<file path="config.mk">
export PLATFORM = sky130hd
export DESIGN_NAME = cordic_feeder
export DESIGN_NICKNAME = d
export VERILOG_FILES = /design/src/rtl/cordic_feeder.sv
export SDC_FILE = /design/constraint.sdc
export NUM_CORES = 1
export LEC_CHECK = 0
export CORE_MARGIN = 2
export CORE_UTILIZATION = 40
export DETAILED_ROUTE_END_ITERATION = 8
export DONT_BUFFER_PORTS = 1
export PLACE_DENSITY = 0.52
export SYNTH_ARGS = -nofsm -noshare
export SYNTH_HDL_FRONTEND = slang
export SYNTH_SLANG_ARGS = --single-unit
</file>
<file path="constraint.sdc">
create_clock -name sys_clk -period 2.8 [get_ports sys_clk]
set_clock_uncertainty 0.05 [all_clocks]
set_input_delay 0.56 -clock sys_clk [delete_from_list [all_inputs] [get_ports sys_clk]]
set_output_delay 0.56 -clock sys_clk [all_outputs]
set_load 0.005 [all_outputs]
</file>
<file path="src/rtl/cordic_feeder.sv">
// cordic_feeder: input pacing stage in front of the iterative complex-to-polar
// CORDIC. Buffers complex samples in a small FIFO, issues one-cycle trig
// pulses no closer than CORDIC_CYCLES apart, and flags any CORDIC vld that
// does not arrive exactly CORDIC_CYCLES after its trig.
module cordic_feeder #(
  parameter int DEPTH         = 8,   // FIFO depth, power of two, >= 2
  parameter int CORDIC_CYCLES = 14   // trig spacing and trig-to-vld latency, >= 3
) (
  input  logic                     sys_clk,
  input  logic                     sys_rst_n,
  input  logic                     s_valid,
  output logic                     s_ready,
  input  logic [8:0]               s_re,
  input  logic [8:0]               s_im,
  input  logic                     flush,
  output logic                     trig,
  output logic [8:0]               re_out,
  output logic [8:0]               im_out,
  input  logic                     cordic_vld,
  output logic                     busy,
  output logic [$clog2(DEPTH):0]   fifo_level,
  output logic                     seq_err,
  input  logic                     clr_err
);

  localparam int AW = $clog2(DEPTH);
  localparam int LW = AW + 1;
  localparam int CW = $clog2(CORDIC_CYCLES + 1);

  localparam logic [LW-1:0] FULL_LEVEL = LW'(DEPTH);
  localparam logic [CW-1:0] SPACE_LOAD = CW'(CORDIC_CYCLES - 2);
  localparam logic [CW-1:0] EXP_LOAD   = CW'(CORDIC_CYCLES);
  localparam logic [CW-1:0] CNT_ONE    = CW'(1);

  localparam logic [1:0] IDLE  = 2'd0;
  localparam logic [1:0] ISSUE = 2'd1;
  localparam logic [1:0] WAIT  = 2'd2;

  // Sample storage: {re, im}
  logic [17:0]   mem_q [DEPTH];

  logic [AW-1:0] wr_ptr_q, wr_ptr_d;
  logic [AW-1:0] rd_ptr_q, rd_ptr_d;
  logic [LW-1:0] level_q, level_d;
  logic [1:0]    state_q, state_d;
  logic [CW-1:0] space_q, space_d;
  logic [CW-1:0] exp_q, exp_d;
  logic          trig_q, trig_d;
  logic [8:0]    re_q, re_d;
  logic [8:0]    im_q, im_d;
  logic          seq_err_q, seq_err_d;

  logic          push;
  logic          pop;
  logic          can_pop;
  logic          err_set;

  assign s_ready = (level_q != FULL_LEVEL) && !flush;
  assign push    = s_valid && s_ready;
  assign can_pop = (level_q != '0) && !flush;

  // Sequencer: decides when to pop the head and fire the next trig.
  always_comb begin
    // NOTE: every combinational output gets a default first so no path
    // leaves it unassigned, which would otherwise infer a latch.
    state_d = state_q;
    space_d = space_q;
    trig_d  = 1'b0;
    re_d    = re_q;
    im_d    = im_q;
    pop     = 1'b0;
    case (state_q)
      IDLE: begin
        if (can_pop) begin
          pop     = 1'b1;
          trig_d  = 1'b1;
          state_d = ISSUE;
        end
      end
      ISSUE: begin
        space_d = SPACE_LOAD;
        state_d = WAIT;
      end
      WAIT: begin
        if (space_q != '0) begin
          space_d = space_q - CNT_ONE;
        end else if (can_pop) begin
          pop     = 1'b1;
          trig_d  = 1'b1;
          state_d = ISSUE;
        end else begin
          state_d = IDLE;
        end
      end
      default: state_d = IDLE;
    endcase
    if (pop) begin
      {re_d, im_d} = mem_q[rd_ptr_q];
    end
  end

  // FIFO bookkeeping; a flush realigns the read pointer to the write pointer.
  always_comb begin
    wr_ptr_d = wr_ptr_q + AW'(push);
    rd_ptr_d = rd_ptr_q + AW'(pop);
    level_d  = level_q + LW'(push) - LW'(pop);
    if (flush) begin
      rd_ptr_d = wr_ptr_q;
      level_d  = '0;
    end
  end

  // Result checker: exactly one vld in the slot CORDIC_CYCLES after each trig.
  always_comb begin
    exp_d = exp_q;
    if (trig_q) begin
      exp_d = EXP_LOAD;
    end else if (exp_q != '0) begin
      exp_d = exp_q - CNT_ONE;
    end
    err_set   = cordic_vld ^ (exp_q == CNT_ONE);
    seq_err_d = err_set | (seq_err_q & ~clr_err);
  end

  // Sample storage write port.
  always_ff @(posedge sys_clk) begin
    // NOTE: the storage array carries no reset; the pointers and level
    // define which entries are meaningful, so stale contents never leak.
    if (push) begin
      mem_q[wr_ptr_q] <= {s_re, s_im};
    end
  end

  // State registers.
  always_ff @(posedge sys_clk or negedge sys_rst_n) begin
    if (!sys_rst_n) begin
      wr_ptr_q  <= '0;
      rd_ptr_q  <= '0;
      level_q   <= '0;
      state_q   <= IDLE;
      space_q   <= '0;
      exp_q     <= '0;
      trig_q    <= 1'b0;
      re_q      <= '0;
      im_q      <= '0;
      seq_err_q <= 1'b0;
    end else begin
      // NOTE: non-blocking assignments so every register samples the
      // pre-edge values regardless of statement order.
      wr_ptr_q  <= wr_ptr_d;
      rd_ptr_q  <= rd_ptr_d;
      level_q   <= level_d;
      state_q   <= state_d;
      space_q   <= space_d;
      exp_q     <= exp_d;
      trig_q    <= trig_d;
      re_q      <= re_d;
      im_q      <= im_d;
      seq_err_q <= seq_err_d;
    end
  end

  assign trig       = trig_q;
  assign re_out     = re_q;
  assign im_out     = im_q;
  assign busy       = (state_q != IDLE);
  assign fifo_level = level_q;
  assign seq_err    = seq_err_q;

endmodule

</file>
Yosys cells after proc, flatten, opt, wreduce, memory -nomap -nowiden. Memories as Yosys holds them, arrays and structs flattened. A register that Yosys moved wholly into a read port is not among the register bits. Index checks and enable logic that the tools add are counted.

Output and inout port bits: 26. Input port bits: 24. Bits in writable memories: 144. Memories kept: 1. Register bits: 22. Logic and storage cells: 55.

Memories: mem_q (words 8, bits a word 18, read ports 1, clocked after memory_dff 1, write ports 1, line 40) `logic [17:0] mem_q [DEPTH];`.

Add/subtract/negate cells: 6. Reductions and logical operators: 14. Eq/ne operators: 7. Bitwise operators: 4. Multiplexer cells: 15.

Operators by type and width (number): two-way mux 4 bit (4); nonzero test 4 bit (3); case mux 4 bit (2 select lines) (1); subtractor 4 x 1 -> 4 bit, second input constant (2); adder 3 x 1 -> 3 bit (2); != test 2 bit, second input constant (3); case mux 2 bit (3 select lines) (1); nonzero test 2 bit (3); two-way mux 1 bit (5); adder 4 x 1 -> 4 bit (1); equality test 4 x 1 -> 1 bit, second input constant (1); two-way mux 2 bit (2); != test 4 bit, second input constant (1); AND reduction 2 bit (2); subtractor 4 x 1 -> 4 bit (1); logical AND 1 bit (3); two-way mux 3 bit (1); equality test 2 x 1 -> 1 bit, second input constant (1); equality test 2 bit, second input constant (1); logical NOT 1 bit (2); logical NOT 2 bit (1); case mux 1 bit (2 select lines) (1); bitwise AND 1 bit (1); inverter 1 bit (1); other kinds (2) (2).

Depth between registers and ports, before layout. Gate-level depths: netlist (run 1).

Word-level depth: 7. Gate-level depth with buffers: 13. Depth with buffers taken out: 11.

Least setup slack after synthesis (run 1). No wires, ideal clock.

Path type: flip-flop to flip-flop. Start point: reg space_q[0]. End point: reg level_q[1] (netlist: fifo_level[1]). Stages on the path, launching flop included: 12. Required time: 2.617 ns. Path slack: -0.261 ns. Library setup time: 0.133 ns. Period minus slack after synthesis: 3.061 ns. Path buffers: 2. Arrival: 2.879 ns. Cells stage by stage: dfrtp_1 > inv_1 > ha_1 > or3b_1 > buf_6 > a2111oi_4 > buf_6 > ha_1 > inv_1 > ha_1 > fa_1 > nor2b_1.

Cells in the longest elaborated chain, start to end: 5.

RTL lines: start, declared (line 46) `logic [CW-1:0] space_q, space_d;`; start signal, assigned (line 154) `space_q <= space_d;`; nonzero test 4 bit (line 85) `if (space_q != '0) begin`; two-way mux 1 bit (line 85); case mux 1 bit (2 select lines) (line 72) `case (state_q)`; via pop (line 54) `logic pop;`; subtractor 4 x 1 -> 4 bit (line 106) `level_d = level_q + LW'(push) - LW'(pop);`; two-way mux 4 bit (line 107) `if (flush) begin`; via level_d[1] (line 44) `logic [LW-1:0] level_q, level_d;`; end signal, assigned (line 152) `level_q <= level_d;`; end, declared (line 44).

The timed path passes the listed nets, and every way through them passes these cells. A chain may end at the register's enable or synchronous reset.

Final worst setup path (run 1).
Start point: reg space_q[1]. End point: reg level_q[1] (netlist: fifo_level[1]).

Cells in the longest elaborated chain, start to end: 5.

RTL lines (line): nonzero test 4 bit (85); two-way mux 1 bit (85); case mux 1 bit (2 select lines) (72); subtractor 4 x 1 -> 4 bit (106); two-way mux 4 bit (107); via level_d[1] (44).

The timed path passes the listed nets, and every way through them passes these cells.

==> results of run 1 <==
worst max-delay path by stage:
stage               depth (start not counted)       endpoint  startpoint
finish                                      9  fifo_level[1]  space_q[1]
global route                               11  fifo_level[3]  space_q[1]
CTS                                         8    rd_ptr_q[1]  space_q[1]
detailed placement                          8    rd_ptr_q[1]  space_q[1]
global placement                            8    rd_ptr_q[1]  space_q[1]
floorplan                                  11  fifo_level[1]  space_q[0]
layout by cell type (no fill, tap or decap), drive strengths merged, types with 2 or more instances in the layout:
| cell | count |
|---|---|
| clkinv | 11 |
| xnor2 | 4 |
| nor2b | 3 |
| nor2 | 31 |
| nand2b | 5 |
| a21oi | 23 |
| nor3 | 4 |
| nand2 | 8 |
| clkbuf | 17 |
| o21ai | 8 |
| a2111oi | 2 |
| ha | 15 |
| mux4 | 36 |
| dfrtp | 40 |
| buf | 26 |
| mux2i | 18 |
| edfxtp | 144 |
| mux2 | 2 |
| inv | 19 |
| a211o | 2 |
| nand3 | 2 |
| xor2 | 2 |
metal layers:
| metal | vias up | share of wire (%) | wire length, um | global-route usage, % |
|---|---|---|---|---|
| met2 | 63 | 49 | 6817 | 24.27 |
| met1 | 1821 | 44 | 6048 | 19.64 |
| met4 | 0 | 1.5 | 211 | 5.104 |
| li1 | 1574 | - | - | - |
| met5 | - | 0 | 0 | 0 |
| met3 | 18 | 5.3 | 739 | 5.525 |
timing repair:
action | 4_1_cts | 5_1_grt
endpoints found under the setup margin | 0 | 1
hold endpoints to repair | 40 | 0
resized for setup | 0 | 2
hold buffers | 2 | 0
synthesized netlist by cell type, types with 2 or more instances:
library cell,number,share of area (%)
nand2b_1,5,0.43
buf_2,5,0.34
dfrtp_1,40,14
a21oi_2,11,1.3
inv_1,15,0.77
clkbuf_1,8,0.41
nand2_1,8,0.41
xnor2_1,4,0.48
a211o_1,2,0.24
mux2_2,2,0.31
mux2i_1,18,2.5
mux4_2,36,11
nor2b_1,3,0.26
nand3_1,2,0.14
nor2_1,30,1.5
a21oi_1,12,0.82
nor3_1,4,0.27
buf_6,4,0.62
edfxtp_1,144,59
o21ai_0,8,0.55
xor2_1,2,0.24
ha_1,15,2.6
through the flow:
stage / power (mW) / worst slack, ns / hold WS (ns) / std cells
3_5_place_dp: 6.184 / 0.1618 / 0.2157 / 629
2_1_floorplan: 5.592 / -0.1291 / 0.2144 / 392
3_3_place_gp: 6.142 / 0.2105 / 0.2159 / 629
4_1_cts: 8.541 / 0.1448 / 0.1141 / 663
5_1_grt: 8.940 / 0.06104 / 0.1064 / 663
6_report: 8.410 / 0.1997 / 0.1368 / 663
logic make-up (layout without fill, tap and decap cells):
group,count (synthesis),after routing,share of synthesized area (%)
AO/OA/AOI/OAI,41,41,4.074
XOR/XNOR,6,6,0.7188
adder cells (fa/ha/maj),16,16,2.841
buffers and inverters,32,74,2.139
flip-flops,184,184,72.84
multiplexers,56,56,13.86
AND/OR/NAND/NOR,57,57,3.526
final cells by class:
class | count | area [um^2] | area share [%]
flip-flops and latches | 184 | 5326 | 63.63
multi-input cells | 176 | 1871 | 22.35
clock buffers | 17 | 425.4 | 5.082
well taps | 229 | 286.5 | 3.423
repair buffers | 27 | 241.5 | 2.885
clock inverters | 15 | 163.9 | 1.958
inverters | 15 | 56.30 | 0.6726
worst register-to-register path: stages (launching register included):
cell,delay [ns]
dfrtp_1,0.41
inv_1,0.09
ha_1,0.14
or3b_4,0.42
a2111oi_4,0.40
ha_4,0.26
inv_2,0.05
ha_4,0.13
fa_1,0.40
nor2b_1,0.13
state kept, by name (all words and copies together), names as in the netlist:
name / cells
im_out: 9
wr_ptr_q: 3
exp_q: 4
mem_q: 144
fifo_level: 4
rd_ptr_q: 3
trig: 1
seq_err: 1
state_q: 2
space_q: 4
re_out: 9
power groups by stage:
stage / clock network [mW] / logic, mW / registers [mW]
3_3_place_gp: 0 / 2.29 / 3.85
6_report: 2.32 / 2.30 / 3.80
5_1_grt: 2.50 / 2.57 / 3.87
3_5_place_dp: 0 / 2.32 / 3.86
4_1_cts: 2.38 / 2.35 / 3.81
2_1_floorplan: 0 / 1.94 / 3.65
==> flow_summary.toml, run 1 <==
[outcome]
status = "complete, no violations"

[sta]
post-route-period-util_pct = 92.87
tightest_slew_ns = 0.5732
drv_slew = 0
post-route-min-period_ns = 2.600
tns_ns = 0
slew-limit-headroom_pct = 61.78
hold_viol = 0
max_freq_mhz = 384.6
rsz0062_at_grt = "false"
setup_viol = 0

[pwr]
p_int_mw = 5.735
combPwrFrac_pct = 27.3
p_seq_share_pct = 45.1
p_clk_share_pct = 27.6
p_sw_mw = 2.675
p_leak_nw = 2.900
powerDensity_mw_per_mm2 = 1005
p_sw_share_pct = 31.81
ir_drop_mv = 0.5478

[floorplanning]
die_height_um = 139.2
row_count = 49
core_area_mm2 = 0.01796
die_area_mm2 = 0.01937
die_x_um = 139.2
start_util_pct = 40.70
io_pins = 50

[yosys]
synth_area_mm2 = 0.007311
synth_top_flop_cell = "edfxtp_1"
netlist_instances = 392
ys_async_sr_fraction_pct = 21.74
synth_edf_count = 144
ys_seq_area_share_pct = 72.84
synth.avg_cell_area_um2 = 18.65
synth_seq_cells = 184
syn_nets = 432
ys_types = 36
ys_warn_count = 0

[flow_run]
timing.max_cap.violations = 0

[clock_tree]
htree_levels = 4
clk_pin_slew_ns = 0.07
clock-sinks = 184
tritoncts = "built"
numCtsBuffers = 17
clkLatencyLatePin_ns = 0.44
cts-root-buf = "clkbuf_16"
postCtsSetupBuffers = 0
cts_buffer_depth = 2

[drt]
wl_per_cell_um = 20.84
drt_iter0_markers = 237
vias = 3476
ant_nets = 0
via_per_inst = 5.243
drc = 0
dr.pass1.iters = 5
routed_wl_um = 13820

[grt]
grt_max_degree = 41
track_usage_pct = 15.26
grt_overflow = 0
grt_pass1_wl_um = 21570
grt_pass1_vias = 3655
antenna_found_initial = 0

[final_layout]
n_fill_cell = 1519
fin_nets = 461
drive_above_1_share_pct = 26.96
utilization_pct = 46.60
antenna_cells = 0
area_delta_synth_final_pct = 14.50
stdcell_area_mm2 = 0.008371

[critical_path]
cp_top_family = "adder cells"
crit_fanout = 6
reg2reg_from = "space_q[1]"
worstPathRequired_ns = 3.07
rr_endpoint = "fifo_level[1]"
slowest_delay_ns = 0.42
cp.arrival_ns = 2.87
reg2regPathDepth = 9
path_cells = "inv_1 -> ha_1 -> or3b_4 -> a2111oi_4 -> ha_4 -> inv_2 -> ha_4 -> fa_1 -> nor2b_1"
cpMostUsedCell = "ha_4"
cp-start-kind = "flip-flop"
end_kind = "flip-flop"
path_class = "reg2reg"
crit_path_top_delay_cell = "or3b_4"
worst-path-buf-inv = 2
reg2reg_slack_ns = 0.20

[placed_design]
place.gp.congestion = 0.7428
place_area_mm2 = 0.007737
placement.io_buffers = 0
place_hpwl_um = 8414

[worst_hold_path]
min-delay-start = "flush"
min_to = "fifo_level[3]"
holdCritPathClass = "in2reg"
hold-path-cell-count = 1
No activity file was read; power rests on OpenSTA's default activity.
==> inputs of run 2 (changes only) <==
--- a/config.mk
+++ b/config.mk
@@ -5,11 +5,12 @@
 export SDC_FILE = /design/constraint.sdc
 export NUM_CORES = 1
 export LEC_CHECK = 0
-export CORE_MARGIN = 2
+export CORE_MARGIN = 3
 export CORE_UTILIZATION = 40
 export DETAILED_ROUTE_END_ITERATION = 8
 export DONT_BUFFER_PORTS = 1
 export PLACE_DENSITY = 0.52
+export SLEW_MARGIN = 20
 export SYNTH_ARGS = -nofsm -noshare
 export SYNTH_HDL_FRONTEND = slang
 export SYNTH_SLANG_ARGS = --single-unit
==> flow_summary.toml, run 2 (synthesized netlist as in run 1, its figures left out) <==
[sta]
fin_ws_ns = 0.1686
tns_ns = 0
drv_slew = 0
post-route-min-period_ns = 2.631
tightest_slew_ns = 0.5894
setup_viol = 0
max_freq_mhz = 380.0
post-route-period-util_pct = 93.98
hold_viol = 0
slew-limit-headroom_pct = 60.71
whs_ns = 0.1476
rsz0062_at_grt = "false"

[final_layout]
regArea_mm2 = 0.005326
post_layout_nonfiller_instances = 660
largest-register = "mem_q"
fin_nets = 462
multi_input_area_mm2 = 0.001881
n_fill_cell = 1453
area_delta_synth_final_pct = 15.13
drive_above_1_share_pct = 27.82
largest_reg_flops = 144
antenna_cells = 0
layout_commonest_cell = "edfxtp_1"
layout_common_cells = "144 x edfxtp_1, 39 x dfrtp_1, 36 x mux4_2"

[floorplanning]
die_area_mm2 = 0.01993
die_x_um = 141.2
core_area_mm2 = 0.01760
start_util_pct = 41.55
row_count = 48
io_pins = 50
die_height_um = 141.2

[pwr]
ir_drop_mv = 0.5239
p_total_mw = 8.606
powerDensity_mw_per_mm2 = 1023
p_leak_nw = 2.908

[critical_path]
cp-start-kind = "flip-flop"
reg2reg_slack_ns = 0.17
crit_path_top_delay_cell = "or3b_1"
path_cells = "inv_1 -> ha_1 -> or3b_1 -> a2111oi_4 -> buf_4 -> ha_1 -> ha_1 -> mux2_2"
cpMostUsedCell = "ha_1"
cp_top_family = "adder cells"
worstPathRequired_ns = 3.05
end_kind = "flip-flop"
path_class = "reg2reg"
crit_fanout = 17
cp.arrival_ns = 2.88
worst-path-buf-inv = 2
slowest_delay_ns = 0.47

[drt]
via_per_inst = 5.276
drt_iter0_markers = 283
routed_wl_um = 13520
drc = 0
wl_per_cell_um = 20.48
vias = 3482
dr.pass1.iters = 4
ant_nets = 0

[clock_tree]
numCtsBuffers = 17
clk_pin_slew_ns = 0.06
ctsResizeCount = 0
htree_levels = 4
cts_buffer_depth = 2
clock-sinks = 184
clkLatencyLatePin_ns = 0.42
cts-root-buf = "clkbuf_16"
tritoncts = "built"

[grt]
grt_max_degree = 41
track_usage_pct = 14.60
antenna_found_initial = 0
grt_overflow = 0
grt_pass1_vias = 3715
grt_pass1_wl_um = 21300

[flow_run]
timing.max_cap.violations = 0

[outcome]
status = "complete, no violations"

[placed_design]
place.gp.congestion = 0.7434
post-place-ws_ns = 0.1653
placement.io_buffers = 0
dp_cells = 626
place_hpwl_um = 8493

[worst_hold_path]
holdCritPathClass = "in2reg"
[run 2: cell types whose count changed in the layout (fill, tap and decap cells not counted)]
cell / before / now
clkinv_4: 6 / 4
nor2_2: 1 / 6
clkinv_8: 4 / 0
or3b_4: 1 / 0
clkinvlp_4: 0 / 4
clkinv_1: 1 / 2
bufinv_16: 0 / 4
nor2_1: 30 / 25
buf_4: 23 / 25
or3b_1: 0 / 1
buf_6: 1 / 0
inv_8: 3 / 0
[run 2: path summary, 6_finish.rpt]
| check | start | end | cells after the start |
|---|---|---|---|
| max | space_q[1] | rd_ptr_q[1] | 8 |
| min | flush | fifo_level[1] | 1 |
| max reg2reg | space_q[1] | rd_ptr_q[1] | 8 |
| min reg2reg | exp_q[2] | exp_q[2] | 1 |
| max in group asynchronous | sys_rst_n | rd_ptr_q[0] | 2 |
| min in group asynchronous | sys_rst_n | space_q[2] | 2 |
[run 2: routing by layer]
layer  share of wire, %  global-route usage, %  vias up
li1                   -                      -     1573
met1                 45                  18.91     1819
met2                 48                  22.72       75
met3                5.3                  4.749       15
met4                1.8                  6.272        0
met5                  0                      0        -
[run 2: final cells by class]
class	count	share of cell area (%)
clock buffers	17	5.054
inverters	15	0.6689
flip-flops and latches	184	63.28
repair buffers	28	2.914
clock inverters	15	2.393
multi-input cells	176	22.34
well taps	225	3.345
[run 2: where the power goes]
group	switching, mW	internal, mW
sequential	0.367	3.40
combinational	1.19	1.15
clock	1.00	1.50
total	2.56	6.04
[run 2: per-stage QoR]
stage	utilization (%)	instance area, um^2
3_3_place_gp	44.06	7752
5_1_grt	47.83	8417
6_report	47.83	8417
4_1_cts	47.83	8417
3_5_place_dp	44.06	7752
2_1_floorplan	-	7340
[run 2: repair_timing]
item                      4_1_cts  5_1_grt
hold buffers                    2        0
hold endpoints to repair       40        0
buffers inserted                0        0
